==> src/rtl/button_bank.sv <==
`default_nettype none
// ============================================================================
// button_bank: N-channel push-button front end (sync, debounce, press/release
// pulses, long-press detect, toggle).                            Rev 1.0
// ============================================================================
module button_bank #(
    parameter int N_CH        = 4,
    parameter int SYNC_STAGES = 2,
    parameter int DB_CYCLES   = 1000000,
    parameter int LONG_CYCLES = 100000000
) (
    input  logic            clk_i,
    input  logic            reset_i,
    input  logic [N_CH-1:0] btn_in_i,
    input  logic [N_CH-1:0] toggle_clr_i,
    output logic [N_CH-1:0] level_o,
    output logic [N_CH-1:0] press_o,
    output logic [N_CH-1:0] release_o,
    output logic [N_CH-1:0] long_press_o,
    output logic [N_CH-1:0] toggle_o
);
    localparam int c_dcw = $clog2(DB_CYCLES + 1);
    localparam int c_hcw = $clog2(LONG_CYCLES + 1);

    localparam logic [c_dcw-1:0] c_dc_last = c_dcw'(DB_CYCLES - 1);
    localparam logic [c_dcw-1:0] c_dc_one  = c_dcw'(1);
    localparam logic [c_hcw-1:0] c_hc_max  = c_hcw'(LONG_CYCLES);
    localparam logic [c_hcw-1:0] c_hc_last = c_hcw'(LONG_CYCLES - 1);
    localparam logic [c_hcw-1:0] c_hc_one  = c_hcw'(1);

    for (genvar g = 0; g < N_CH; g++) begin : g_ch
        logic [SYNC_STAGES-1:0] sync_q;
        logic [c_dcw-1:0]       dc_q, dc_d;
        logic [c_hcw-1:0]       hc_q, hc_d;
        logic                   level_q, level_d;
        logic                   press_q, press_d;
        logic                   rel_q, rel_d;
        logic                   long_q, long_d;
        logic                   tog_q, tog_d;
        logic                   s;
        logic                   accept;

        always_comb begin
            s       = sync_q[SYNC_STAGES-1];
            // The new level is taken on the DB_CYCLES-th consecutive edge that sees it.
            accept  = (s != level_q) && (dc_q == c_dc_last);
            dc_d    = '0;
            if ((s != level_q) && !accept) begin
                dc_d = dc_q + c_dc_one;
            end
            level_d = accept ? s : level_q;
            press_d = accept & s;
            rel_d   = accept & ~s;

            hc_d = '0;
            if (level_q) begin
                hc_d = (hc_q == c_hc_max) ? hc_q : hc_q + c_hc_one;
            end
            // A release landing on the final hold edge cancels the long press.
            long_d = level_q & ~rel_d & (hc_q == c_hc_last);

            tog_d = toggle_clr_i[g] ? 1'b0 : (tog_q ^ press_q);
        end

        always_ff @(posedge clk_i or posedge reset_i) begin
            if (reset_i) begin
                sync_q  <= '0;
                dc_q    <= '0;
                hc_q    <= '0;
                level_q <= 1'b0;
                press_q <= 1'b0;
                rel_q   <= 1'b0;
                long_q  <= 1'b0;
                tog_q   <= 1'b0;
            end else begin
                sync_q  <= {sync_q[SYNC_STAGES-2:0], btn_in_i[g]};
                dc_q    <= dc_d;
                hc_q    <= hc_d;
                level_q <= level_d;
                press_q <= press_d;
                rel_q   <= rel_d;
                long_q  <= long_d;
                tog_q   <= tog_d;
            end
        end

        assign level_o[g]      = level_q;
        assign press_o[g]      = press_q;
        assign release_o[g]    = rel_q;
        assign long_press_o[g] = long_q;
        assign toggle_o[g]     = tog_q;
    end

endmodule
`default_nettype wire

==> config.mk <==
export PLATFORM = sky130hd
export DESIGN_NAME = button_bank
export DESIGN_NICKNAME = d
export VERILOG_FILES = /design/src/rtl/button_bank.sv
export SDC_FILE = /design/constraint.sdc
export NUM_CORES = 1
export LEC_CHECK = 0
export ABC_AREA = 1
export CAP_MARGIN = 40
export CORE_UTILIZATION = 57
export CTS_CLUSTER_DIAMETER = 80
export DETAILED_ROUTE_END_ITERATION = 10
export PLACE_DENSITY = 0.85
export SLEW_MARGIN = 20
export SYNTH_ARGS = -nofsm -noshare
export SYNTH_HDL_FRONTEND = slang
export SYNTH_SLANG_ARGS = --single-unit
==> constraint.sdc <==
create_clock -name clk_i -period 12.9 [get_ports clk_i]
set_clock_uncertainty 0.05 [all_clocks]
set_input_delay 2.58 -clock clk_i [delete_from_list [all_inputs] [get_ports clk_i]]
set_output_delay 2.58 -clock clk_i [all_outputs]
set_load 0.01 [all_outputs]
**Yosys cells after proc, flatten, opt, wreduce, memory -nomap -nowiden**

Cells that the tools add are included.

- Register bits: 216
- Output and inout bits: 20

- $add $sub $neg: 8
- Equality and inequality tests: 20
- Mux-type cells: 16
- Bitwise operators: 28
- Reduce and logical (&&, ||, !) cells: 12

Operators with widths:

| kind | count |
|---|---|
| equality test 27 bit (second input constant) | 8 |
| 2-to-1 mux 27 bit | 8 |
| adder 27 x 1 -> 27 bit (second input constant) | 4 |
| adder 20 x 1 -> 20 bit (second input constant) | 4 |
| equality test 20 bit (second input constant) | 4 |
| 2-to-1 mux 20 bit | 4 |
| bitwise AND 1 bit | 16 |
| logical AND 1 bit | 8 |
| inequality test 2 bit (second input constant) | 4 |
| inverter 1 bit | 8 |
| zero test 1 bit | 4 |
| 2-to-1 mux 1 bit | 4 |
| inequality test 1 bit | 4 |
| XOR 1 bit | 4 |

**Longest topological paths before layout**

- Word-level depth: 6
- Gate-level depth with buffers: 9
- Mapped depth without buffers: 9

**Least setup slack after synthesis**

No wires, ideal clock.

- Path type: flip-flop to output port
- Start: register g_ch[2].level_q
- End: output level_o[2]
- Arrival: 553 ps
- Path slack: 9717 ps
- Cell stages (with the launch flop): 2
- Path buffers: 1
- Cells stage by stage: dfrtp_1 > buf_4

RTL lines:

| item | RTL line | RTL |
|---|---|---|
| from (decl) | 35 | `logic level_q, level_d;` |
| from (signal assigned) | 79 | `level_q <= level_d;` |
| to (decl) | 16 | `output logic [N_CH-1:0] level_o,` |

No word-level cell between the ends.

**Worst setup path after layout**

- Start: register g_ch[0].level_q
- End: output level_o[0]

RTL lines:

| item | RTL line |
|---|---|
| from (decl) | 35 |
| from (signal assigned) | 79 |

No word-level cell between the ends.

==> summary.txt <==
Power
  • Leak: approximately 5.4 nW
  • Pwr Density: ~100 mW/mm^2
  • Max VDD drop: a little under 0.1 mV

Floorplan
  • Boundary Pins: 30
  • Die height: roughly 150 um
  • # rows: 53
  • Die X-Extent: around 150 um
  • Core Area: roughly 0.021 sq mm
  • DIE AREA: about 0.022 sq mm
  • Initial Utilization: ~58%

Routing
  • Vias: 10,800
  • Post-Route WL: 26,300 um
  • Avg Vias per Cell: ~5.2
  • DRC viols: 0
  • Detail Route Antenna Nets: 0
  • Pre-antenna DRT Iters: 5
  • Routed WL per cell: around 13 um
  • Iter 0 DRT Violations: between 500 and 600

Logic synthesis
  • Dominant cell type by area after synthesis: dfrtp_1
  • Syn Area/Cell: approximately 7.0 sq um
  • Mapped cell area: between 0.01 and 0.015 sq mm
  • Synth top area cells: dfrtp_1 44%, nand2_1 15%, nor2_1 14%, inv_1 5.5%, nand3_1 3.9%
  • Share of the yosys chip area belonging to registers: between 40% and 50%
  • Yosys top cell area share: between 40% and 50%
  • Netlist cell types: 37
  • Synth Warn #: 0
  • Synthesized flop and latch total: 216
  • Synth Net Count: between 1,500 and 2,000
  • Cell count after synthesis: about 1,700

Critical path
  • Worst path top cell family by delay: flip-flops
  • Critical path depth: 1
  • Crit start category: flip-flop
  • Crit-path slowest cell: dfrtp_1
  • Worst Path Arrival: ~2.1 ns
  • Worst Setup End Kind: primary output
  • RR Startpoint: g_ch[2].level_q
  • CP Class: reg -> out
  • Worst-case reg-to-reg path depth: 6
  • Worst-path cell chain: clkdlybuf4s50_1
  • Reg2reg end: g_ch[2].dc_q[8]
  • Max FO, Critical Path: 24
  • Buf/Inv on CP: 1
  • CP Launch Point: g_ch[0].level_q
  • CP max stage delay: 0.87 ns
  • R2R Setup Slk: slightly above 10 ns
  • Worst path required time: just over 10 ns

Finish
  • Nets@finish: roughly 1,800
  • Layout fillers: ~1,800
  • Footprint of the multi-input gates: around 0.006 sq mm
  • Cell area after layout: between 0.01 and 0.015 sq mm
  • Register Area: between 0.005 and 0.006 sq mm
  • Share of layout cells above drive strength 1: 4.82%
  • Area grow syn2layout: 10.1%
  • ANT cells: 0

Clock tree
  • Post-CTS Setup Bufs: 0
  • CTS tree: yes
  • Hold_buf cts: 0
  • Clk_lat worst skew: 0.52 ns
  • Htree depth: 1
  • Clock Tree Buf Depth: 3
  • Clock tree sinks: about 220
  • Post-cts resize count: 0
  • CTS buffer count: 24
  • Root buffer cell: clkbuf_16
  • Register clock-pin slew on the reported worst setup and hold paths: 0.06 ns

GRT
  • Vias in the first global route: between 10,000 and 15,000
  • Antenna violations before repair: 0
  • Global-route wire length before repair: between 40,000 and 50,000 um
  • GRT Total Usage: 24.4%
  • GRT overflow: 0
  • Largest net degree at the start of global routing: between 70 and 80

STA
  • Final Max Tran Viols: 0
  • Final setup viols: 0
  • Period utilisation layout: between 30% and 40%
  • Tmin final: 4.69 ns
  • RSZ-0062 raised after global routing: no
  • Slew HR: between 40% and 50%
  • Achievable clock frequency: 213 MHz
  • Worst-margin pin slew: around 0.82 ns
  • Setup TNS: 0 ns
  • Final-report hold violation count: 0

Min path
  • WHS Path Cells: 0
  • Hold Path Sink: g_ch[1].sync_q[1]
  • Worst hold path type: reg -> reg
  • Hold_sp: g_ch[1].sync_q[0]

Place
  • Dpl cell area: about 0.013 sq mm
  • Detailed placer's ending HPWL: roughly 18,000 um
  • PortBufs: 29
  • GP Congestion: between 0.9 and 1

Status
  • Status: complete, no violations

Job
  • Max cap viols: 0
-- where the power goes --
part	internal [mW]	switching, mW	total (mW)
Sequential	0.682	0.00336	0.685
Combinational	0.00833	0.0222	0.0305
Clock	0.384	0.272	0.656
-- through the flow --
| stage | util [%] | hold slack (ns) | setup slack (ns) | cells | total power [mW] |
|---|---|---|---|---|---|
| CTS | 64.0 | 0.299 | 8.14 | 2059 | 1.39 |
| finish | 64.0 | 0.296 | 8.21 | 2060 | 1.37 |
| floorplan | - | 0.281 | 4.36 | 1745 | 0.718 |
| detailed placement | 60.3 | 0.287 | 8.28 | 2016 | 0.729 |
| global route | 64.0 | 0.318 | 8.12 | 2060 | 1.42 |
| global placement | 60.1 | 0.285 | 7.99 | 2014 | 0.726 |
-- synthesized netlist by cell type, drive strengths merged --
cell type and number:
nand2 490, nor2 462, dfrtp 216, inv 187, nand3 103, o21ai 52
a21oi 39, xor2 32, nor3 29, buf 28, nand4 26, xnor2 25
ha 12, nand3b 12, clkbuf 8, o21bai 8, nor3b 6, and2 2
o21a 2, or2 2, a31oi 1, and3 1, and3b 1, o22ai 1
-- sequential cells by signal, indices dropped and copies added (netlist names) --
register and count:
g_ch.dc_q 80, g_ch.rel_q 4, g_ch.tog_q 4, g_ch.level_q 4, g_ch.press_q 4, g_ch.long_q 4
g_ch.sync_q 8, g_ch.hc_q 108
-- how the worst max path moves through the flow --
stage | slack, ns | to
after detailed placement | 8.28 | g_ch[2].hc_q[18]
after CTS | 8.14 | level_o[3]
after floorplan | 4.36 | g_ch[0].dc_q[0]
final | 8.21 | level_o[0]
after global routing | 8.12 | level_o[0]
after global placement | 7.99 | g_ch[2].hc_q[18]
-- layer usage --
metal  part of all wire (%)  track usage (%)  vias up
met3                    4.5             3.10       68
met5                      0                0        -
met2                     48             42.2      293
li1                       -                -     5468
met4                    2.8             8.30        0
met1                     44             31.4     4980
-- cells in the final DEF, fill, tap and decap left out, types with 26 or more instances in the layout --
master	netlist	routed
nand4_1	26	26
nand2_1	485	485
inv_1	181	180
nand3_1	95	95
xor2_1	32	32
clkdlybuf4s50_1	0	29
nor3_1	29	29
dfrtp_1	216	216
nor2_1	442	442
a21oi_1	39	39
o21ai_0	42	42
-- layout make-up --
cell class              instances  area share, %
well taps                     275           2.55
multi-input cells            1306           43.8
clock inverters                 7          0.352
clock buffers                  36           5.31
inverters                     187           5.25
repair buffers                 33           2.72
flip-flops and latches        216           40.0
-- cells by family (layout without fill, tap and decap cells) --
| logic type | count (synthesis) | count (layout) | synth area share (%) |
|---|---|---|---|
| buffers and inverters | 223 | 263 | 7.70 |
| XOR/XNOR | 57 | 57 | 4.07 |
| AND/OR/NAND/NOR | 1134 | 1134 | 38.3 |
| AO/OA/AOI/OAI | 103 | 103 | 4.61 |
| adder cells (fa/ha/maj) | 12 | 12 | 1.22 |
| flip-flops | 216 | 216 | 44.1 |
(Power assumes the default switching activity.)
